### config.mk
export PLATFORM = sky130hd
export DESIGN_NAME = piano_sequencer_flat
export DESIGN_NICKNAME = d
export VERILOG_FILES = /design/src/rtl/piano_sequencer_if.sv /design/src/rtl/piano_sequencer.sv /design/src/flat_wrapper.sv
export SDC_FILE = /design/constraint.sdc
export NUM_CORES = 2
export LEC_CHECK = 0
export ABC_AREA = 1
export CORE_MARGIN = 2
export CORE_UTILIZATION = 50
export DETAILED_ROUTE_END_ITERATION = 16
export PLACE_DENSITY = 0.72
export RECOVER_POWER = 25
export SYNTH_ARGS = -nofsm -noshare
export SYNTH_HDL_FRONTEND = slang
export SYNTH_SLANG_ARGS = --single-unit
### constraint.sdc
create_clock -name clk -period 12.4 [get_ports clk]
set_input_delay 2.48 -clock clk [delete_from_list [all_inputs] [get_ports clk]]
set_output_delay 2.48 -clock clk [all_outputs]
set_load 0.1 [all_outputs]
### src/rtl/piano_sequencer_if.sv
// Key/switch inputs and tone-generator outputs of the piano sequencer.
interface piano_sequencer_if #(
  parameter int unsigned N_KEYS = 7,
  parameter int unsigned DEPTH  = 64
);
  localparam int unsigned NOTE_W = $clog2(N_KEYS + 1);
  localparam int unsigned AW     = $clog2(DEPTH);

  logic [N_KEYS-1:0] keys;
  logic [1:0]        octave;
  logic [2:0]        mode;
  logic              write_on;
  logic              start;
  logic [NOTE_W-1:0] note_out;
  logic [1:0]        octave_out;
  logic [N_KEYS-1:0] led_out;
  logic              busy;
  logic              rec_full;
  logic [AW:0]       event_count;
  logic [7:0]        hits;
  logic [7:0]        misses;
  logic              done;

  modport master (
    output keys, octave, mode, write_on, start,
    input  note_out, octave_out, led_out, busy, rec_full, event_count, hits, misses, done
  );

  modport slave (
    input  keys, octave, mode, write_on, start,
    output note_out, octave_out, led_out, busy, rec_full, event_count, hits, misses, done
  );
endinterface

### src/rtl/piano_sequencer.sv
// Piano controller with free play, event recording, auto playback and learn mode.
// Events are {note, octave, duration-in-ticks} stored in a small flop array.
module piano_sequencer #(
  parameter int unsigned N_KEYS   = 7,
  parameter int unsigned DEPTH    = 64,
  parameter int unsigned DUR_W    = 12,
  parameter int unsigned TICK_DIV = 100000
) (
  input  logic             clk,
  input  logic             reset,
  piano_sequencer_if.slave bus
);
  localparam int unsigned NOTE_W = $clog2(N_KEYS + 1);
  localparam int unsigned AW     = $clog2(DEPTH);
  localparam int unsigned CW     = AW + 1;
  localparam int unsigned DW1    = DUR_W + 1;
  localparam int unsigned TICK_W = (TICK_DIV > 1) ? $clog2(TICK_DIV) : 1;
  localparam logic [2:0]  MODE_FREE  = 3'b100;
  localparam logic [2:0]  MODE_AUTO  = 3'b010;
  localparam logic [2:0]  MODE_LEARN = 3'b001;

  typedef struct packed {
    logic [NOTE_W-1:0] note;
    logic [1:0]        oct;
    logic [DUR_W-1:0]  dur;
  } evt_t;

  typedef enum logic [1:0] {S_IDLE, S_REC, S_PLAY, S_LEARN} state_t;

  state_t            state_q, state_d;
  logic [TICK_W-1:0] tick_cnt_q, tick_cnt_d;
  logic              start_s_q, start_s_d, start_p_q, start_p_d;
  logic              wr_s_q, wr_s_d, wr_p_q, wr_p_d;
  logic [CW-1:0]     count_q, count_d, idx_q, idx_d;
  logic              rec_full_q, rec_full_d, done_q, done_d, busy_q, busy_d;
  logic [7:0]        hits_q, hits_d, misses_q, misses_d;
  logic [NOTE_W-1:0] note_q, note_d, prev_note_q, prev_note_d;
  logic [1:0]        oct_q, oct_d;
  logic [N_KEYS-1:0] led_q, led_d;
  evt_t              open_q, open_d;
  logic [DUR_W-1:0]  pcnt_q, pcnt_d;

  evt_t              mem [DEPTH];
  logic              we_a, we_b;
  logic [AW-1:0]     wa_a, wa_b;
  evt_t              wd_a, wd_b;
  evt_t              rd_evt, rd_nxt;
  logic [NOTE_W-1:0] cur_note;
  logic              tick_c, start_rise, wr_rise, wr_fall, adv;

  function automatic logic [N_KEYS-1:0] note_led(input logic [NOTE_W-1:0] n);
    note_led = '0;
    if (n != '0) note_led = N_KEYS'(1) << (n - NOTE_W'(1));
  endfunction

  // Lowest pressed key wins.
  always_comb begin
    cur_note = '0;
    for (int i = int'(N_KEYS) - 1; i >= 0; i--)
      if (bus.keys[i]) cur_note = NOTE_W'(i + 1);
  end

  always_comb begin
    tick_c      = (tick_cnt_q == TICK_W'(TICK_DIV - 1));
    tick_cnt_d  = tick_c ? '0 : tick_cnt_q + TICK_W'(1);
    start_s_d   = bus.start;
    start_p_d   = start_s_q;
    wr_s_d      = bus.write_on;
    wr_p_d      = wr_s_q;
    start_rise  = start_s_q & ~start_p_q;
    wr_rise     = wr_s_q & ~wr_p_q;
    wr_fall     = ~wr_s_q & wr_p_q;
    prev_note_d = cur_note;
  end

  always_comb begin
    state_d    = state_q;
    count_d    = count_q;
    rec_full_d = rec_full_q;
    hits_d     = hits_q;
    misses_d   = misses_q;
    open_d     = open_q;
    idx_d      = idx_q;
    pcnt_d     = pcnt_q;
    done_d     = 1'b0;
    adv        = 1'b0;
    we_a       = 1'b0;
    wa_a       = '0;
    wd_a       = '0;
    we_b       = 1'b0;
    wa_b       = '0;
    wd_b       = '0;
    rd_evt     = mem[idx_q[AW-1:0]];

    unique case (state_q)
      S_IDLE: begin
        if (bus.mode == MODE_FREE && wr_rise) begin
          state_d     = S_REC;
          count_d     = '0;
          rec_full_d  = 1'b0;
          open_d.note = cur_note;
          open_d.oct  = bus.octave;
          open_d.dur  = '0;
        end else if (start_rise && count_q != '0 &&
                     (bus.mode == MODE_AUTO || bus.mode == MODE_LEARN)) begin
          state_d = (bus.mode == MODE_AUTO) ? S_PLAY : S_LEARN;
          idx_d   = '0;
          pcnt_d  = '0;
          if (bus.mode == MODE_LEARN) begin
            hits_d   = '0;
            misses_d = '0;
          end
        end
      end
      S_REC: begin
        // Tick update first, then a possible end-of-recording flush in the same cycle.
        if (tick_c) begin
          if (cur_note == open_q.note && bus.octave == open_q.oct) begin
            if (open_q.dur != '1) open_d.dur = open_q.dur + DUR_W'(1);
          end else begin
            if (open_q.dur != '0) begin
              we_a    = 1'b1;
              wa_a    = count_q[AW-1:0];
              wd_a    = open_q;
              count_d = count_q + CW'(1);
            end
            open_d.note = cur_note;
            open_d.oct  = bus.octave;
            open_d.dur  = DUR_W'(1);
          end
        end
        if (count_d == CW'(DEPTH)) begin
          rec_full_d = 1'b1;
          state_d    = S_IDLE;
        end else if (wr_fall || bus.mode != MODE_FREE) begin
          if (open_d.dur != '0) begin
            we_b    = 1'b1;
            wa_b    = count_d[AW-1:0];
            wd_b    = open_d;
            count_d = count_d + CW'(1);
          end
          rec_full_d = (count_d == CW'(DEPTH));
          state_d    = S_IDLE;
        end
      end
      S_PLAY: begin
        if (bus.mode != MODE_AUTO) begin
          state_d = S_IDLE;
        end else if (tick_c) begin
          if (DW1'(pcnt_q) + DW1'(1) >= DW1'(rd_evt.dur)) begin
            pcnt_d = '0;
            adv    = 1'b1;
          end else begin
            pcnt_d = pcnt_q + DUR_W'(1);
          end
        end
      end
      S_LEARN: begin
        if (bus.mode != MODE_LEARN) begin
          state_d = S_IDLE;
        end else if (rd_evt.note == '0) begin
          adv = 1'b1;
        end else if (cur_note != prev_note_q && cur_note != '0) begin
          if (cur_note == rd_evt.note) begin
            hits_d = (hits_q == 8'hFF) ? hits_q : hits_q + 8'd1;
            adv    = 1'b1;
          end else begin
            misses_d = (misses_q == 8'hFF) ? misses_q : misses_q + 8'd1;
          end
        end
      end
    endcase

    if (adv) begin
      idx_d = idx_q + CW'(1);
      if (idx_d == count_q) begin
        state_d = S_IDLE;
        done_d  = 1'b1;
      end
    end

    // Outputs follow the state being entered so event boundaries have no gap.
    rd_nxt = mem[idx_d[AW-1:0]];
    note_d = '0;
    oct_d  = '0;
    led_d  = '0;
    unique case (state_d)
      S_IDLE, S_REC: begin
        if (bus.mode == MODE_FREE) begin
          note_d = cur_note;
          oct_d  = bus.octave;
          led_d  = bus.keys;
        end
      end
      S_PLAY: begin
        note_d = rd_nxt.note;
        oct_d  = rd_nxt.oct;
        led_d  = note_led(rd_nxt.note);
      end
      S_LEARN: begin
        note_d = cur_note;
        oct_d  = rd_nxt.oct;
        led_d  = note_led(rd_nxt.note);
      end
    endcase
    busy_d = (state_d != S_IDLE);
  end

  always_ff @(posedge clk or posedge reset) begin
    if (reset) begin
      state_q     <= S_IDLE;
      tick_cnt_q  <= '0;
      start_s_q   <= 1'b0;
      start_p_q   <= 1'b0;
      wr_s_q      <= 1'b0;
      wr_p_q      <= 1'b0;
      count_q     <= '0;
      idx_q       <= '0;
      rec_full_q  <= 1'b0;
      done_q      <= 1'b0;
      busy_q      <= 1'b0;
      hits_q      <= '0;
      misses_q    <= '0;
      note_q      <= '0;
      prev_note_q <= '0;
      oct_q       <= '0;
      led_q       <= '0;
      open_q      <= '0;
      pcnt_q      <= '0;
    end else begin
      state_q     <= state_d;
      tick_cnt_q  <= tick_cnt_d;
      start_s_q   <= start_s_d;
      start_p_q   <= start_p_d;
      wr_s_q      <= wr_s_d;
      wr_p_q      <= wr_p_d;
      count_q     <= count_d;
      idx_q       <= idx_d;
      rec_full_q  <= rec_full_d;
      done_q      <= done_d;
      busy_q      <= busy_d;
      hits_q      <= hits_d;
      misses_q    <= misses_d;
      note_q      <= note_d;
      prev_note_q <= prev_note_d;
      oct_q       <= oct_d;
      led_q       <= led_d;
      open_q      <= open_d;
      pcnt_q      <= pcnt_d;
    end
  end

  // Event storage keeps its contents across reset.
  always_ff @(posedge clk) begin
    if (we_a) mem[wa_a] <= wd_a;
    if (we_b) mem[wa_b] <= wd_b;
  end

  assign bus.note_out    = note_q;
  assign bus.octave_out  = oct_q;
  assign bus.led_out     = led_q;
  assign bus.busy        = busy_q;
  assign bus.rec_full    = rec_full_q;
  assign bus.event_count = count_q;
  assign bus.hits        = hits_q;
  assign bus.misses      = misses_q;
  assign bus.done        = done_q;
endmodule

### src/flat_wrapper.sv
// flat-port wrapper written by rule: the top's interface ports become plain ports
module piano_sequencer_flat 
#(
  parameter int unsigned N_KEYS   = 7,
  parameter int unsigned DEPTH    = 64,
  parameter int unsigned DUR_W    = 12,
  parameter int unsigned TICK_DIV = 100000
)
  (clk, reset, bus_keys, bus_octave, bus_mode, bus_write_on, bus_start, bus_note_out, bus_octave_out, bus_led_out, bus_busy, bus_rec_full, bus_event_count, bus_hits, bus_misses, bus_done);
  piano_sequencer_if #(.N_KEYS(N_KEYS), .DEPTH(DEPTH)) bus_i ();
  input  logic clk;
  input  logic reset;
  input wire logic [$bits(bus_i.keys)-1:0] bus_keys;
  input wire logic [$bits(bus_i.octave)-1:0] bus_octave;
  input wire logic [$bits(bus_i.mode)-1:0] bus_mode;
  input wire logic [$bits(bus_i.write_on)-1:0] bus_write_on;
  input wire logic [$bits(bus_i.start)-1:0] bus_start;
  output wire logic [$bits(bus_i.note_out)-1:0] bus_note_out;
  output wire logic [$bits(bus_i.octave_out)-1:0] bus_octave_out;
  output wire logic [$bits(bus_i.led_out)-1:0] bus_led_out;
  output wire logic [$bits(bus_i.busy)-1:0] bus_busy;
  output wire logic [$bits(bus_i.rec_full)-1:0] bus_rec_full;
  output wire logic [$bits(bus_i.event_count)-1:0] bus_event_count;
  output wire logic [$bits(bus_i.hits)-1:0] bus_hits;
  output wire logic [$bits(bus_i.misses)-1:0] bus_misses;
  output wire logic [$bits(bus_i.done)-1:0] bus_done;
  assign bus_i.keys = bus_keys;
  assign bus_i.octave = bus_octave;
  assign bus_i.mode = bus_mode;
  assign bus_i.write_on = bus_write_on;
  assign bus_i.start = bus_start;
  assign bus_note_out = bus_i.note_out;
  assign bus_octave_out = bus_i.octave_out;
  assign bus_led_out = bus_i.led_out;
  assign bus_busy = bus_i.busy;
  assign bus_rec_full = bus_i.rec_full;
  assign bus_event_count = bus_i.event_count;
  assign bus_hits = bus_i.hits;
  assign bus_misses = bus_i.misses;
  assign bus_done = bus_i.done;
  piano_sequencer #(.N_KEYS(N_KEYS), .DEPTH(DEPTH), .DUR_W(DUR_W), .TICK_DIV(TICK_DIV)) u_core (.clk(clk), .reset(reset), .bus(bus_i));
endmodule
# After elaboration in Yosys (flattened, before gate mapping)
# Memories as Yosys holds them, arrays and structs flattened.
# Cells that the tools add are included.
# totals
regBits	100
latch_bits	0
ram_bits	1088
mem_bits_ro	0
inputBits	16
out_inout_bits	38
wordCells	219
n_memories	1
# op_classes
n_addsub	10
mul	0
div_mod_pow	0
magnitude_cmp	1
n_eq_ne	38
n_shift	1
n_mux	111
bitwise	6
reduce_logical	29
# mem_list
memory	depth	width	read_ports	rd_clocked_by_memory_dff	wr	line_no	text
u_core.mem	64	17	2	0	2	piano_sequencer.sv:43	evt_t mem [DEPTH];
# ops
operator	n
two-way mux 17 bit	12
two-way mux 7 bit	17
two-way mux 8 bit	13
two-way mux 12 bit	7
two-way mux 6 bit	8
one-hot mux 17 bit (2 select lines)	1
one-hot mux 8 bit (2 select lines)	2
one-hot mux 7 bit (2 select lines)	2
two-way mux 1 bit	25
adder 12 x 1 -> 12 bit, second input constant	2
two-way mux 3 bit	8
one-hot mux 12 bit (2 select lines)	1
nonzero test 12 bit	2
adder 7 x 1 -> 7 bit, second input constant	3
two-way mux 2 bit	9
AND reduction 9 bit	2
adder 17 x 1 -> 17 bit, second input constant	1
equality test 17 bit, second input constant	1
adder 8 x 1 -> 8 bit, second input constant	2
equality test 8 bit, second input constant	2
equality test 7 bit, second input constant	2
!= test 2 x 1 -> 1 bit, second input constant	7
!= test 2 bit, second input constant	7
adder 12 x 1 -> 13 bit, second input constant	1
other kinds (34)	59

# Longest topological paths before layout
# depth
word_depth	21
depth_mapped	39
mapped_depth_nobuf	31

# Worst setup path after synthesis
# No wires, ideal clock.
# synth_timing
kind	in2reg
startpoint	input bus_keys[5]
endpoint	memory u_core.mem[13][0] (netlist name), enable pin
setup_time_ns	0.415
t_arrival_ns	6.136
required_ns	11.985
setup_slack_ns	5.850
cell_stages	22
n_path_buf	2
cell_sequence	o21ai_0 nand2_1 nand2_2 inv_2 nand2_1 nand3b_1 nor3_4 nor2_8 inv_1 o221ai_1 nand2_1 nor3_1 nand3_1 ha_1 inv_1 nor2_4 inv_2 nor2_2 buf_4 nand2_1 buf_2 o21ai_0
# synth_lines
item	line_no	text
start: declaration	flat_wrapper.sv:13	input wire logic [$bits(bus_i.keys)-1:0] bus_keys;
end: declaration	piano_sequencer.sv:43	

==> metrics.yaml <==
status: "finished, violations left"
violations: "max-capacitance violations, max-slew violations"
gp_congestion: 1.05
yosysWarnings: 0
dp_hpwl_mm: 141
area.growth.synth_to_final_pct: 8.30
fin_area_um2: 70000
drive_gt1_share_pct: 7.14
crit_type: "in -> reg"
skew_ps: 28.4
syn_nets: 7549
synth_cell_types: 53
cp-end-kind: "register"
rrSetupSlack_ps: 1730
required_ps: 12810
setup_tns_ps: 0
synth_seq_cells: 1188
final_common_cell: "nand2_1"
slew_headroom_pct: -128
core_region_area_um2: 128000
totalPowerFinal_mw: 13.8
synthCells: 7508
finalSetupViolCount: 0
num_rows: 131
crit_fanout: 18
cts.path.max_buffers: 3
placed_area_um2: 66000
r2r_start: "u_core.idx_q[0]"
synth_area_per_cell_um2: 8.61
r2r-end: "u_core.bus.led_out[5]"
cts_setup_buffers: 0
worst_skew_pair.late_latency_ps: 810
drt_drc_violations_left: 0
slew_violations: 412
grt_pass1_wl_mm: 350
die_h_um: 364
holdPathStages: 0
vias_per_cell: 6.44
grt_start_max_net_pins: 152
cts.sinks: 1188
io_pins: 54
cts_hold_buf: 0
cts_tree: "built"
mostFrequentLayoutCells: "nand2_1, o21ai_0, edfxtp_1, nor2_1, nand3_1"
min-delay-start: "u_core.start_p_d"
fmax_mhz: 92.0
crit_start: "bus_keys[5]"
hold_viol: 0
die_w_um: 364
h-tree-depth: 4
p_leak_nw: 25.8
cap_violations: 10
ant_nets: 0
startpoint_type: "primary input"
numCtsBuffers: 135
vias: 57781
fin_crit_sh_pct: 87.6
fin_nets: 7172
ir_worst_vdd_v: 0.000185
wl_per_cell_um: 26.6
dr.pass1.iters: 6
wirelength_mm: 239
finalCriticalPeriod_ps: 10860
cts_resized: 0
io_buffers: 53
seq_area_frac_synth_pct: 54.4
ff2ff_path_depth: 30
crit_arrival_ps: 11270
antenna_found_initial: 6
die-area_um2: 132000
holdCritPathClass: "reg -> reg"
worstHoldEndpoint: "u_core.start_p_q"
grt_pass1_vias: 54000
rsz0062_at_grt: "no"
syn_area_um2: 64700
final_util_pct: 54.7
clkTransAtPathRegs_ps: 60
grt.overflow.total: 0
worstMarginPinSlew_ps: 3390
grtUsageTotal_pct: 35.6
dr.first_iter.drc_count: 9610
cellPowerDensity_nw_per_um2: 196
initial_core_util_pct: 50.5
clockRootBuffer: "clkbuf_16"
[cell usage after synthesis (all sizes together)]
cell	instances	area (um2)
a211oi	2	15.0
a21oi	165	826
a221oi	1	8.76
a22oi	6	45.0
a2bb2oi	1	8.76
a31oi	11	68.8
a32o	8	80.1
and3	1	6.26
buf	222	1190
bufinv	1	17.5
clkbuf	479	1800
clkinv	7	26.3
dfrtp	100	2500
edfxtp	1088	32700
ha	25	313
inv	360	1350
nand2	1812	6870
nand3	532	2680
nand3b	5	37.5
nand4	102	651
nor2	703	3100
nor3	42	254
nor4	17	119
o211ai	42	315
o21a	2	15.0
o21ai	1434	7180
o21bai	29	218
o221a	2	22.5
o221ai	82	718
o22ai	176	1100
o31ai	2	15.0
o32ai	6	52.6
or2	8	50.1
or4	1	7.51
xnor2	4	35.0
xor2	30	300
[flip-flops by register name (all words and copies together), names as in the netlist]
signal and count:
u_core.start_p_q 1, u_core.pcnt_q 12, u_core.prev_note_q 3, u_core.bus.led_out 7, u_core.mem 1088, u_core.open_q 17
u_core.bus.note_out 3, u_core.bus.done 1, u_core.start_p_d 1, u_core.idx_q 7, u_core.wr_p_q 1, u_core.bus.rec_full 1
u_core.bus.busy 1, u_core.bus.hits 8, u_core.bus.event_count 7, u_core.bus.octave_out 2, u_core.tick_cnt_q 17, u_core.bus.misses 8
u_core.state_q 2, u_core.wr_p_d 1
[cells by family (layout without fill, tap and decap cells)]
logic type | Yosys count | after routing | synth area share, %
AO/OA/AOI/OAI | 1969 | 1969 | 16.5
other | 0 | 4 | 0
AND/OR/NAND/NOR | 3223 | 3223 | 21.3
flip-flops | 1188 | 1188 | 54.4
buffers and inverters | 1069 | 801 | 6.78
adder cells (fa/ha/maj) | 25 | 25 | 0.484
XOR/XNOR | 34 | 34 | 0.519
[routing by layer]
metal	part of all wire (%)	wire length, um	track usage, %
met1	36	85100	45.8
met2	43	102000	52.2
met3	15	34800	11.0
met4	7.0	16600	23.0
met5	0.023	54	0
[stage by stage]
step           instances  setup slack (ps)  hold slack, ps
2_1_floorplan       7508              5850             354
3_3_place_gp        8723              3360             361
3_5_place_dp        8723              3350             367
4_1_cts             8969              3360             379
5_1_grt             8969              1280             390
6_report            8973              1540             381
[report_power, final]
part	switching, mW	internal [mW]	total (mW)
Combinational	3.98	1.29	5.27
Sequential	0.154	4.38	4.53
Clock	1.76	2.20	3.95
[critical path: stages]
cell,delay [ps]
dlygate4sd3_1,600
nor2_1,60
nand2_1,60
nand2_1,50
nor2_1,530
xor2_2,140
nor3_1,870
nor2_1,350
inv_1,320
o21ai_0,190
ha_1,230
nand2_1,60
nor2_1,50
nand2_2,90
nand2_1,300
nor2_1,770
nand2_1,750
nor2_1,570
nand2_1,330
nor2_8,460
inv_1,700
o22ai_2,1220
[how the worst max path moves through the flow]
stage	endpoint	slack [ps]	cells after the start
5_1_grt	u_core.mem[50][11]	1280	22
6_report	u_core.mem[50][0]	1540	22
4_1_cts	u_core.bus.led_out[5]	3360	31
3_3_place_gp	u_core.bus.led_out[4]	3360	28
2_1_floorplan	u_core.mem[13][0]	5850	22
3_5_place_dp	u_core.mem[53][10]	3350	26
[cell type report]
class | count | area (um2)
clock inverters | 77 | 674
well taps | 1729 | 2160
flip-flops and latches | 1188 | 35200
multi-input cells | 5251 | 25500
clock buffers | 169 | 3580
repair buffers | 187 | 1520
inverters | 368 | 1410
fillers | 11275 | 58000
diodes | 4 | 10.0
Note: power is estimated with default switching activity, not from simulation.
